### src/rtl/apb_pkg.sv
// apb_pkg: shared APB widths and the master bridge state type.
package apb_pkg;
    localparam int APB_ADDR_WIDTH = 8;
    localparam int APB_DATA_WIDTH = 32;
    typedef enum logic [1:0] {IDLE, SETUP, ACCESS, RESP} apb_mst_state_t;
endpackage

### src/rtl/apb_timeout_cnt.sv
// apb_timeout_cnt: saturating cycle counter that flags when an APB access has waited too long.
module apb_timeout_cnt #(
    parameter int TIMEOUT_CYCLES = 16
) (
    input  logic pclk,
    input  logic prst,
    input  logic clr,
    input  logic en,
    output logic expired
);
    localparam int CW = $clog2(TIMEOUT_CYCLES + 1);
    localparam logic [CW-1:0] MAX = CW'(TIMEOUT_CYCLES);

    logic [CW-1:0] cnt;

    always_ff @(posedge pclk or negedge prst)
        if (!prst)
            cnt <= '0;
        else if (clr)
            cnt <= '0;
        else if (en && cnt != MAX)
            cnt <= cnt + 1'b1;

    assign expired = cnt == MAX;
endmodule

### src/rtl/apb_master_bridge.sv
// apb_master_bridge: turns a valid/ready command stream into single APB3 transfers
// and returns the result on a valid/ready response channel, aborting stuck accesses.
module apb_master_bridge
    import apb_pkg::*;
#(
    parameter int ADDR_WIDTH     = APB_ADDR_WIDTH,
    parameter int DATA_WIDTH     = APB_DATA_WIDTH,
    parameter int TIMEOUT_CYCLES = 16
) (
    input  logic                  pclk,
    input  logic                  prst,
    input  logic                  cmd_valid,
    output logic                  cmd_ready,
    input  logic                  cmd_write,
    input  logic [ADDR_WIDTH-1:0] cmd_addr,
    input  logic [DATA_WIDTH-1:0] cmd_wdata,
    output logic                  rsp_valid,
    input  logic                  rsp_ready,
    output logic [DATA_WIDTH-1:0] rsp_rdata,
    output logic                  rsp_slverr,
    output logic                  rsp_timeout,
    output logic                  psel,
    output logic                  penable,
    output logic                  pwrite,
    output logic [ADDR_WIDTH-1:0] paddr,
    output logic [DATA_WIDTH-1:0] pw_data,
    input  logic [DATA_WIDTH-1:0] pr_data,
    input  logic                  pready,
    input  logic                  pslverr
);
    apb_mst_state_t state, state_nxt;

    logic                  wr_q;
    logic [ADDR_WIDTH-1:0] addr_q;
    logic [DATA_WIDTH-1:0] wdata_q;
    logic [DATA_WIDTH-1:0] rdata_q;
    logic                  slverr_q;
    logic                  timeout_q;
    logic                  expired;
    logic                  cnt_en;
    logic                  cmd_fire;
    logic                  acc_done;

    // cmd_ready must stay low while reset is held even though state already reads IDLE
    assign cmd_ready = prst && state == IDLE;
    assign cmd_fire  = cmd_valid && cmd_ready;
    assign acc_done  = state == ACCESS && (pready || expired);
    assign cnt_en    = state == SETUP || state == ACCESS;

    apb_timeout_cnt #(.TIMEOUT_CYCLES(TIMEOUT_CYCLES)) u_timeout_cnt (
        .pclk    (pclk),
        .prst    (prst),
        .clr     (!cnt_en),
        .en      (cnt_en),
        .expired (expired)
    );

    always_ff @(posedge pclk or negedge prst)
        if (!prst) begin
            state     <= IDLE;
            wr_q      <= 1'b0;
            addr_q    <= '0;
            wdata_q   <= '0;
            rdata_q   <= '0;
            slverr_q  <= 1'b0;
            timeout_q <= 1'b0;
        end else begin
            state <= state_nxt;
            if (cmd_fire) begin
                wr_q    <= cmd_write;
                addr_q  <= cmd_addr;
                wdata_q <= cmd_wdata;
            end
            // a completing slave wins over a timeout landing on the same edge
            if (acc_done) begin
                rdata_q   <= (pready && !wr_q) ? pr_data : '0;
                slverr_q  <= pready ? pslverr : 1'b1;
                timeout_q <= !pready;
            end
        end

    always_comb begin
        state_nxt = state;
        psel      = 1'b0;
        penable   = 1'b0;
        rsp_valid = 1'b0;
        case (state)
            IDLE:    state_nxt = cmd_fire ? SETUP : IDLE;
            SETUP: begin
                psel      = 1'b1;
                state_nxt = ACCESS;
            end
            ACCESS: begin
                psel      = 1'b1;
                penable   = 1'b1;
                state_nxt = acc_done ? RESP : ACCESS;
            end
            RESP: begin
                rsp_valid = 1'b1;
                state_nxt = rsp_ready ? IDLE : RESP;
            end
            default: state_nxt = IDLE;
        endcase
    end

    assign pwrite      = wr_q;
    assign paddr       = addr_q;
    assign pw_data     = wdata_q;
    assign rsp_rdata   = rdata_q;
    assign rsp_slverr  = slverr_q;
    assign rsp_timeout = timeout_q;
endmodule
### config.mk
export PLATFORM = sky130hd
export DESIGN_NAME = apb_master_bridge
export DESIGN_NICKNAME = d
export VERILOG_FILES = /design/src/rtl/apb_pkg.sv /design/src/rtl/apb_timeout_cnt.sv /design/src/rtl/apb_master_bridge.sv
export SDC_FILE = /design/constraint.sdc
export NUM_CORES = 1
export LEC_CHECK = 0
export ABC_AREA = 1
export BUFFER_PORTS_ARGS = -buffer_cell sky130_fd_sc_hd__buf_2
export CAP_MARGIN = 30
export CORE_MARGIN = 2
export CORE_UTILIZATION = 33
export CTS_CLUSTER_SIZE = 30
export DETAILED_ROUTE_END_ITERATION = 16
export GPL_TIMING_DRIVEN = 0
export SYNTH_ARGS = -nofsm -noshare
export SYNTH_HDL_FRONTEND = slang
export SYNTH_SLANG_ARGS = --single-unit
### constraint.sdc
create_clock -name pclk -period 2.4 [get_ports pclk]
set_input_delay 0.48 -clock pclk [delete_from_list [all_inputs] [get_ports pclk]]
set_output_delay 0.48 -clock pclk [all_outputs]
set_load 0.01 [all_outputs]
==> results.json, run 1 <==
{
  "syn_nets": 468,
  "path_clk_slew_ps": 80,
  "ys_warn_count": 0,
  "combPwrFrac": 0.405,
  "port_buffers": 155,
  "ys_ff_latch": 82,
  "fmax_mhz": 474,
  "postCtsSetupBuffers": 0,
  "rsz0062_at_grt": "false",
  "clock-sinks": 82,
  "wl_per_cell_um": 13.1,
  "clk_latency_ps": 340,
  "routed_wl_um": 9060,
  "num_antenna_cells": 0,
  "dp_hpwl_um": 6740,
  "coreArea_um2": 10300,
  "synth_most_common_cell": "nand2_1",
  "end_kind": "output pin",
  "critPathKind": "reg -> out",
  "grtUsageTotal": 0.163,
  "hp-class": "in -> async",
  "fin_skew_ps": 8.65,
  "io_pins": 158,
  "die-width_um": 107,
  "start_util": 0.338,
  "dieArea_um2": 11400,
  "dominantRegCellSynth": "dfrtp_1",
  "syn_inst": 383,
  "overflow": 0,
  "drt-met1-wl_um": 4010,
  "cp_common_cell": "buf_2",
  "synth_top_area_share": 0.590,
  "post_dp_cell_area_um2": 4450,
  "yosysTopAreaCell": "dfrtp_1",
  "worst_pin_slew_ps": 576,
  "drc": 0,
  "vdd_drop_max_mv": 0.588,
  "setup_tns_ps": 0,
  "p_int_mw": 3.57,
  "finalHoldViolCount": 0,
  "antenna_found_initial": 0,
  "slowest_stage": "dfrtp_1",
  "std_cell_rows": 37,
  "grt_max_degree": 65,
  "power.share.sequential": 0.410,
  "worstPathRequired_ps": 1920,
  "setup_viol": 0,
  "ant_nets": 0,
  "leakage_nw": 2.72,
  "cts_tree": "built",
  "maxSlewHeadroom": 0.615,
  "path_buf_inv": 4,
  "wl_met2_um": 4030,
  "fin_hold_ws_ps": 132,
  "grt_pass1_wl_um": 14900,
  "final_nets": 637,
  "crit_fanout": 10,
  "crit_chain": "inv_1, ha_1, nand2_1, inv_2, buf_2, buf_2",
  "cp_top_family": "buffers and inverters",
  "p_per_area_nw_per_um2": 1240,
  "cts_hold_buffers": 2,
  "synth_enable_flop_cells": 0,
  "p_switching_mw": 2.24,
  "fillers": 1041,
  "min_period_ps": 2110,
  "grt_pass1_vias": 3156,
  "syn_area_um2": 3480,
  "synth-seq-area-share": 0.590,
  "drive_above_1_share": 0.350,
  "ys_top_cells_by_count": "nand2_1 (154), dfrtp_1 (82), nand3_1 (43)",
  "outcome": "complete, no violations",
  "maxUsedRoutingLayer": "met4",
  "drt-initial-drc-count": 186,
  "root_buffer": "clkbuf_8",
  "synthArstFlopShare": 1.00,
  "final_area_um2": 4680,
  "drt-pass1-iter-count": 4,
  "p_clk_frac": 0.185,
  "cts_made_buffers": 9,
  "synthTopCellsByArea": "dfrtp_1 (59%), nand2_1 (17%), nand3_1 (6.2%)",
  "synth_cell_types": 22,
  "cts.path.max_buffers": 2,
  "max_stage_delay_ps": 400,
  "arrival_ps": 1630,
  "routed_via_density": 4.65,
  "drv_slew": 0,
  "area_growth_syn_to_layout_pct": 34.6,
  "vias": 3210,
  "drv_cap": 0,
  "cts-htree-levels": 3,
  "route.met3.wl_um": 924,
  "cts_repair_resize_count": 0,
  "start_kind": "flop",
  "switching_share": 0.386,
  "avgSynthCellArea_um2": 9.08,
  "place_congestion": 0.784,
  "die_h_um": 107,
  "post-route-period-util": 0.879
}
[cell families after synthesis]
| family | count (synthesis) | share of synthesized area |
|---|---|---|
| AO/OA/AOI/OAI | 10 | 0.0176 |
| adder cells (fa/ha/maj) | 6 | 0.0216 |
| buffers and inverters | 41 | 0.0586 |
| flip-flops | 82 | 0.590 |
| AND/OR/NAND/NOR | 244 | 0.312 |
[registers in the layout, summed over array words and instances, names as in the netlist]
| register | flops |
|---|---|
| rsp_timeout | 1 |
| paddr | 8 |
| rsp_slverr | 1 |
| u_timeout_cnt.cnt | 5 |
| pwrite | 1 |
| pw_data | 32 |
| state | 2 |
| rsp_rdata | 32 |
[metrics by stage]
stage	power, mW	std cells	utilization	worst slack (ps)
2_1_floorplan	3.72	383	-	993
3_3_place_gp	4.74	674	0.430	-831
3_5_place_dp	4.79	675	0.433	105
4_1_cts	5.89	691	0.455	236
5_1_grt	6.31	691	0.455	95.7
6_report	5.81	691	0.455	290
[cell type report]
cell class | count | area [µm²] | area share
flip-flops and latches | 82 | 2050 | 0.438
clock inverters | 3 | 65.1 | 0.0139
plain buffers | 27 | 151 | 0.0323
repair buffers | 158 | 826 | 0.176
well taps | 136 | 170 | 0.0364
clock buffers | 11 | 141 | 0.0302
inverters | 14 | 52.6 | 0.0112
multi-input cells | 260 | 1220 | 0.261
[metal layers]
layer | track usage | vias up
met3 | 0.0644 | 7
met1 | 0.203 | 1488
met5 | 0 | -
met4 | 0.0501 | 0
met2 | 0.263 | 139
li1 | - | 1576
[worst paths after layout]
kind	from	endpoint	slack, ps	cells after the start
max in group asynchronous	prst	rsp_rdata[21]	1310	2
hold reg to reg	rsp_rdata[1]	rsp_rdata[1]	470	2
setup / recovery	state[1]	cmd_ready	290	6
min in group pclk	cmd_wdata[0]	pw_data[0]	360	3
setup reg to reg	state[0]	rsp_rdata[16]	820	6
hold / removal	prst	rsp_rdata[7]	130	2
[placed cells by master (no fill, tap or decap), types with 3 or more instances in the layout]
cell | netlist | layout
buf_2 | 8 | 162
nand2_1 | 154 | 154
dfrtp_1 | 82 | 82
nand3_1 | 43 | 43
nand4_1 | 32 | 32
clkbuf_1 | 14 | 15
inv_1 | 13 | 13
clkbuf_8 | 0 | 10
nand2_2 | 7 | 7
a21oi_1 | 6 | 6
ha_1 | 6 | 6
buf_6 | 3 | 3
o21ai_0 | 3 | 3
[power groups by stage]
stage | clock network [mW] | logic [mW] | registers [mW]
floorplan | 0 | 1.03 | 2.70
global placement | 0 | 2.36 | 2.38
detailed placement | 0 | 2.40 | 2.40
CTS | 1.11 | 2.40 | 2.39
global route | 1.17 | 2.67 | 2.47
finish | 1.08 | 2.36 | 2.38
Note: power is estimated with default switching activity, not from simulation.
==> inputs of run 2 (changes only) <==
Settings changed: CORE_MARGIN 2 to 5, CTS_BUF_LIST set to sky130_fd_sc_hd__clkbuf_2 sky130_fd_sc_hd__clkbuf_4 sky130_fd_sc_hd__clkbuf_8.
==> run 2 against run 1 <==
Net effect: clock skew increased by 2.4 ps; first-iteration DRC count increased by 20%; total power increased by 2.7%; via count decreased by 2.1%; clock power increased by 12%.
==> results.json, run 2 (synthesized netlist as in run 1, its figures left out) <==
{
  "routed_via_density": 4.55,
  "clock-sinks": 82,
  "area_growth_syn_to_layout_pct": 35.0,
  "antenna_found_initial": 0,
  "drt-initial-drc-count": 224,
  "io_pins": 158,
  "routed_wl_um": 9530,
  "wl_per_cell_um": 13.8,
  "overflow": 0,
  "drv_cap": 0,
  "hp-class": "in -> async",
  "die_h_um": 113,
  "cts_hold_buffers": 0,
  "crit_fanout": 10,
  "start_kind": "flop",
  "layout_common_cells": "buf_2 (162), nand2_1 (154), dfrtp_1 (82), nand3_1 (43), nand4_1 (32)",
  "finalHoldViolCount": 0,
  "end_kind": "output pin",
  "post-route-period-util": 0.877,
  "grt_max_degree": 46,
  "die-width_um": 113,
  "vdd_drop_max_mv": 0.534,
  "final_common_cell": "buf_2",
  "place_congestion": 0.840,
  "worstPathRequired_ps": 1920,
  "arrival_ps": 1620,
  "fin_skew_ps": 11.1,
  "rsz0062_at_grt": "false",
  "cts_tree": "built",
  "port_buffers": 155,
  "drv_slew": 0,
  "clk_latency_ps": 350,
  "final_nets": 635,
  "r2r-start": "state[0]",
  "dieArea_um2": 12700,
  "grt_pass1_vias": 3205,
  "drive_above_1_share": 0.355,
  "startpoint": "state[0]",
  "p_per_area_nw_per_um2": 1270,
  "cts.path.max_buffers": 2,
  "fmax_mhz": 475,
  "maxSlewHeadroom": 0.646,
  "cts_made_buffers": 9,
  "worst_pin_slew_ps": 531,
  "grt_pass1_wl_um": 15900,
  "grtUsageTotal": 0.154,
  "root_buffer": "clkbuf_8",
  "fin_util": 0.455,
  "drc": 0,
  "cts-htree-levels": 3,
  "num_antenna_cells": 0,
  "dp_hpwl_um": 7280,
  "cts_repair_resize_count": 0,
  "leakage_nw": 2.73,
  "setup_tns_ps": 0,
  "coreArea_um2": 10300,
  "drt-pass1-iter-count": 4,
  "vias": 3144,
  "ant_nets": 0,
  "min_period_ps": 2100,
  "setup_viol": 0,
  "critPathKind": "reg -> out",
  "std_cell_rows": 37,
  "start_util": 0.337,
  "postCtsSetupBuffers": 0,
  "path_clk_slew_ps": 80,
  "outcome": "complete, no violations"
}
==> run 2: changes by cell type in the layout (fill, tap and decap cells not counted) <==
cell and delta:
clkbuf_1 -1, bufinv_16 +1, clkbuf_4 +2, clkbuf_8 -1
clkinvlp_4 +1, dlygate4sd3_1 -2
==> run 2: report_power, final <==
group	internal (mW)	switching [mW]	leakage, nW
logic	0.933	1.43	1.55
registers	2.03	0.360	1.05
clock network	0.714	0.494	0.120
total	3.68	2.29	2.73
==> run 2: path summary, 6_finish.rpt <==
kind / to / slack [ps] / cells after the start
max in group asynchronous: pw_data[10] / 1680 / 2
hold / removal: rsp_rdata[4] / 110 / 1
min in group pclk: pw_data[24] / 360 / 3
setup / recovery: cmd_ready / 300 / 6
hold reg to reg: pw_data[11] / 470 / 2
setup reg to reg: rsp_rdata[15] / 770 / 6
==> run 2: per-layer routing <==
metal  vias to the layer above  global-route usage  part of all wire
li1                       1575                   -                 -
met1                      1431               0.202              0.45
met2                       129               0.231              0.42
met3                         9              0.0744              0.12
met4                         0              0.0385            0.0075
met5                         -                   0                 0
==> run 2: through the flow <==
step                      hold slack [ps]  instance area (µm²)  instances  total power, mW  setup WS, ps
after floorplan                       184                 3480        383             3.72           993
after global placement                449                 4420        674             4.76          -810
after detailed placement              454                 4450        675             4.84           268
after CTS                             110                 4700        691             6.07           239
after global routing                  131                 4700        691             6.49          91.4
final                                 113                 4700        691             5.97           296
==> run 2: layout make-up <==
type                            count  area [µm²]
Buffer                             27         151
Clock buffer                       11         139
Clock inverter                      5         103
Fill cell                        1013        5630
Inverter                           14        52.6
Multi-Input combinational cell    260        1220
Sequential cell                    82        2050
Tap cell                          136         170
Timing Repair Buffer              156         806
==> run 2: critical path: stages (launching register included) <==
cell     delay, ps
dfrtp_1        410
inv_1          110
ha_1           160
nand2_1         70
inv_2          140
buf_2          220
buf_2          180
==> inputs of run 3 (changes only) <==
==> constraint.sdc (replaced) <==
create_clock -name pclk -period 2.4 [get_ports pclk]
set_input_delay 0.12 -clock pclk [delete_from_list [all_inputs] [get_ports pclk]]
set_output_delay 0.12 -clock pclk [all_outputs]
set_load 0.01 [all_outputs]
==> run 3 against run 2 <==
Net effect: critical path depth is the same; non-clock buffer count grew 32; sequential power is essentially flat; highest routed layer unchanged; register-to-register slack gained 20 ps; worst setup slack gained 210 ps; wire length grew 4.0%.
==> results.json, run 3 (synthesized netlist as in run 1, its figures left out) <==
{
  "outcome": "complete, no violations",
  "die-width_um": 113,
  "min_period_ps": 1900,
  "postCtsSetupBuffers": 0,
  "fmax_mhz": 527,
  "dp_hpwl_um": 7280,
  "overflow": 0,
  "arrival_ps": 1780,
  "io_pins": 158,
  "cts.path.max_buffers": 2,
  "dp.cells": 675,
  "drv_slew": 0,
  "final_cells": 723,
  "post-route-period-util": 0.790,
  "wl_per_cell_um": 13.7,
  "worst_pin_slew_ps": 533,
  "path_clk_slew_ps": 80,
  "setup_viol": 0,
  "drc": 0,
  "switching_share": 0.383,
  "cts_made_buffers": 9,
  "fillers": 967,
  "coreArea_um2": 10300,
  "rsz0062_at_grt": "false",
  "place_congestion": 0.840,
  "worstPathRequired_ps": 2280,
  "std_cell_rows": 37,
  "max_stage_delay_ps": 520,
  "power.share.sequential": 0.398,
  "combPwrFrac": 0.401,
  "drv_cap": 0,
  "vias": 3279,
  "routed_via_density": 4.54,
  "cts_tree": "built",
  "path_buf_inv": 5,
  "area_growth_syn_to_layout_pct": 44.2,
  "drt-pass1-iter-count": 4,
  "dieArea_um2": 12700,
  "final_common_cell": "buf_2",
  "drive_above_1_share": 0.336,
  "fin_util": 0.486,
  "num_antenna_cells": 0,
  "start_kind": "input port",
  "crit_fanout": 39,
  "maxSlewHeadroom": 0.645,
  "layout_common_cells": "buf_2 (162), nand2_1 (154), dfrtp_1 (82), nand3_1 (43)",
  "leakage_nw": 2.86,
  "slowest_stage": "dlygate4sd3_1",
  "drt-initial-drc-count": 242,
  "grt_pass1_vias": 3371,
  "cts_hold_buffers": 32,
  "fin_skew_ps": 11.0,
  "cts-htree-levels": 3,
  "p_int_mw": 3.71,
  "port_buffers": 155,
  "p_total_mw": 6.02,
  "grtUsageTotal": 0.161,
  "finalHoldViolCount": 0,
  "cp_top_family": "buffers and inverters",
  "fin_hold_ws_ps": 17.9,
  "clock-sinks": 82,
  "antenna_found_initial": 0,
  "ant_nets": 0,
  "end_kind": "output pin",
  "crit_chain": "dlygate4sd3_1, buf_4, nand2_1, inv_2, buf_2, buf_2",
  "grt_pass1_wl_um": 16700,
  "p_switching_mw": 2.31,
  "vdd_drop_max_mv": 0.535,
  "hp-class": "in -> reg",
  "grt_max_degree": 46,
  "cts_repair_resize_count": 0,
  "die_h_um": 113,
  "final_nets": 667,
  "p_clk_frac": 0.201,
  "root_buffer": "clkbuf_8",
  "cp_common_cell": "buf_2",
  "routed_wl_um": 9910,
  "start_util": 0.337,
  "clk_latency_ps": 350,
  "critPathKind": "in -> out",
  "p_per_area_nw_per_um2": 1200
}
run 3: cell count changes in the layout (fill, tap and decap cells not counted), sizes merged:
cell         change
dlygate4sd3     +32
run 3: through the flow:
stage	area [µm²]	setup TNS (ps)	setup WS (ps)
finish	5020	0	504
global route	5020	0	265
CTS	5020	0	445
detailed placement	4450	0	786
global placement	4420	-10590	-267
floorplan	3480	0	1040
run 3: area by class of cell:
cell class | count | area, µm² | area share
Multi-Input combinational cell | 260 | 1220 | 0.244
Clock inverter | 5 | 103 | 0.0205
Timing Repair Buffer | 188 | 1130 | 0.224
Buffer | 27 | 151 | 0.0302
Inverter | 14 | 52.6 | 0.0105
Clock buffer | 11 | 139 | 0.0277
Sequential cell | 82 | 2050 | 0.409
Tap cell | 136 | 170 | 0.0339
run 3: tightest hold or removal path: stages:
cell	delay, ps
buf_2	70
nand3_1	70
nand2_1	60
run 3: worst paths after layout:
check / start / end / slack, ps / cells past startpoint
hold reg to reg: pw_data[7] / pw_data[7] / 470 / 2
min in group asynchronous: prst / rsp_rdata[4] / 300 / 2
setup / recovery: prst / cmd_ready / 500 / 6
setup reg to reg: state[0] / rsp_rdata[15] / 790 / 6
hold / removal: cmd_wdata[0] / pw_data[0] / 20 / 3
max in group asynchronous: prst / paddr[2] / 1490 / 3
run 3: power groups by stage:
stage	Clock [mW]	Combinational, mW	Sequential [mW]
final	1.21	2.42	2.40
after global routing	1.32	2.74	2.49
after CTS	1.25	2.46	2.40
after detailed placement	0	2.43	2.41
after global placement	0	2.37	2.40
after floorplan	0	1.03	2.70
run 3: layer usage:
layer	routed length (µm)	track usage
met5	0	0
met1	4370	0.207
met4	58	0.0409
met2	4400	0.251
met3	1080	0.0679
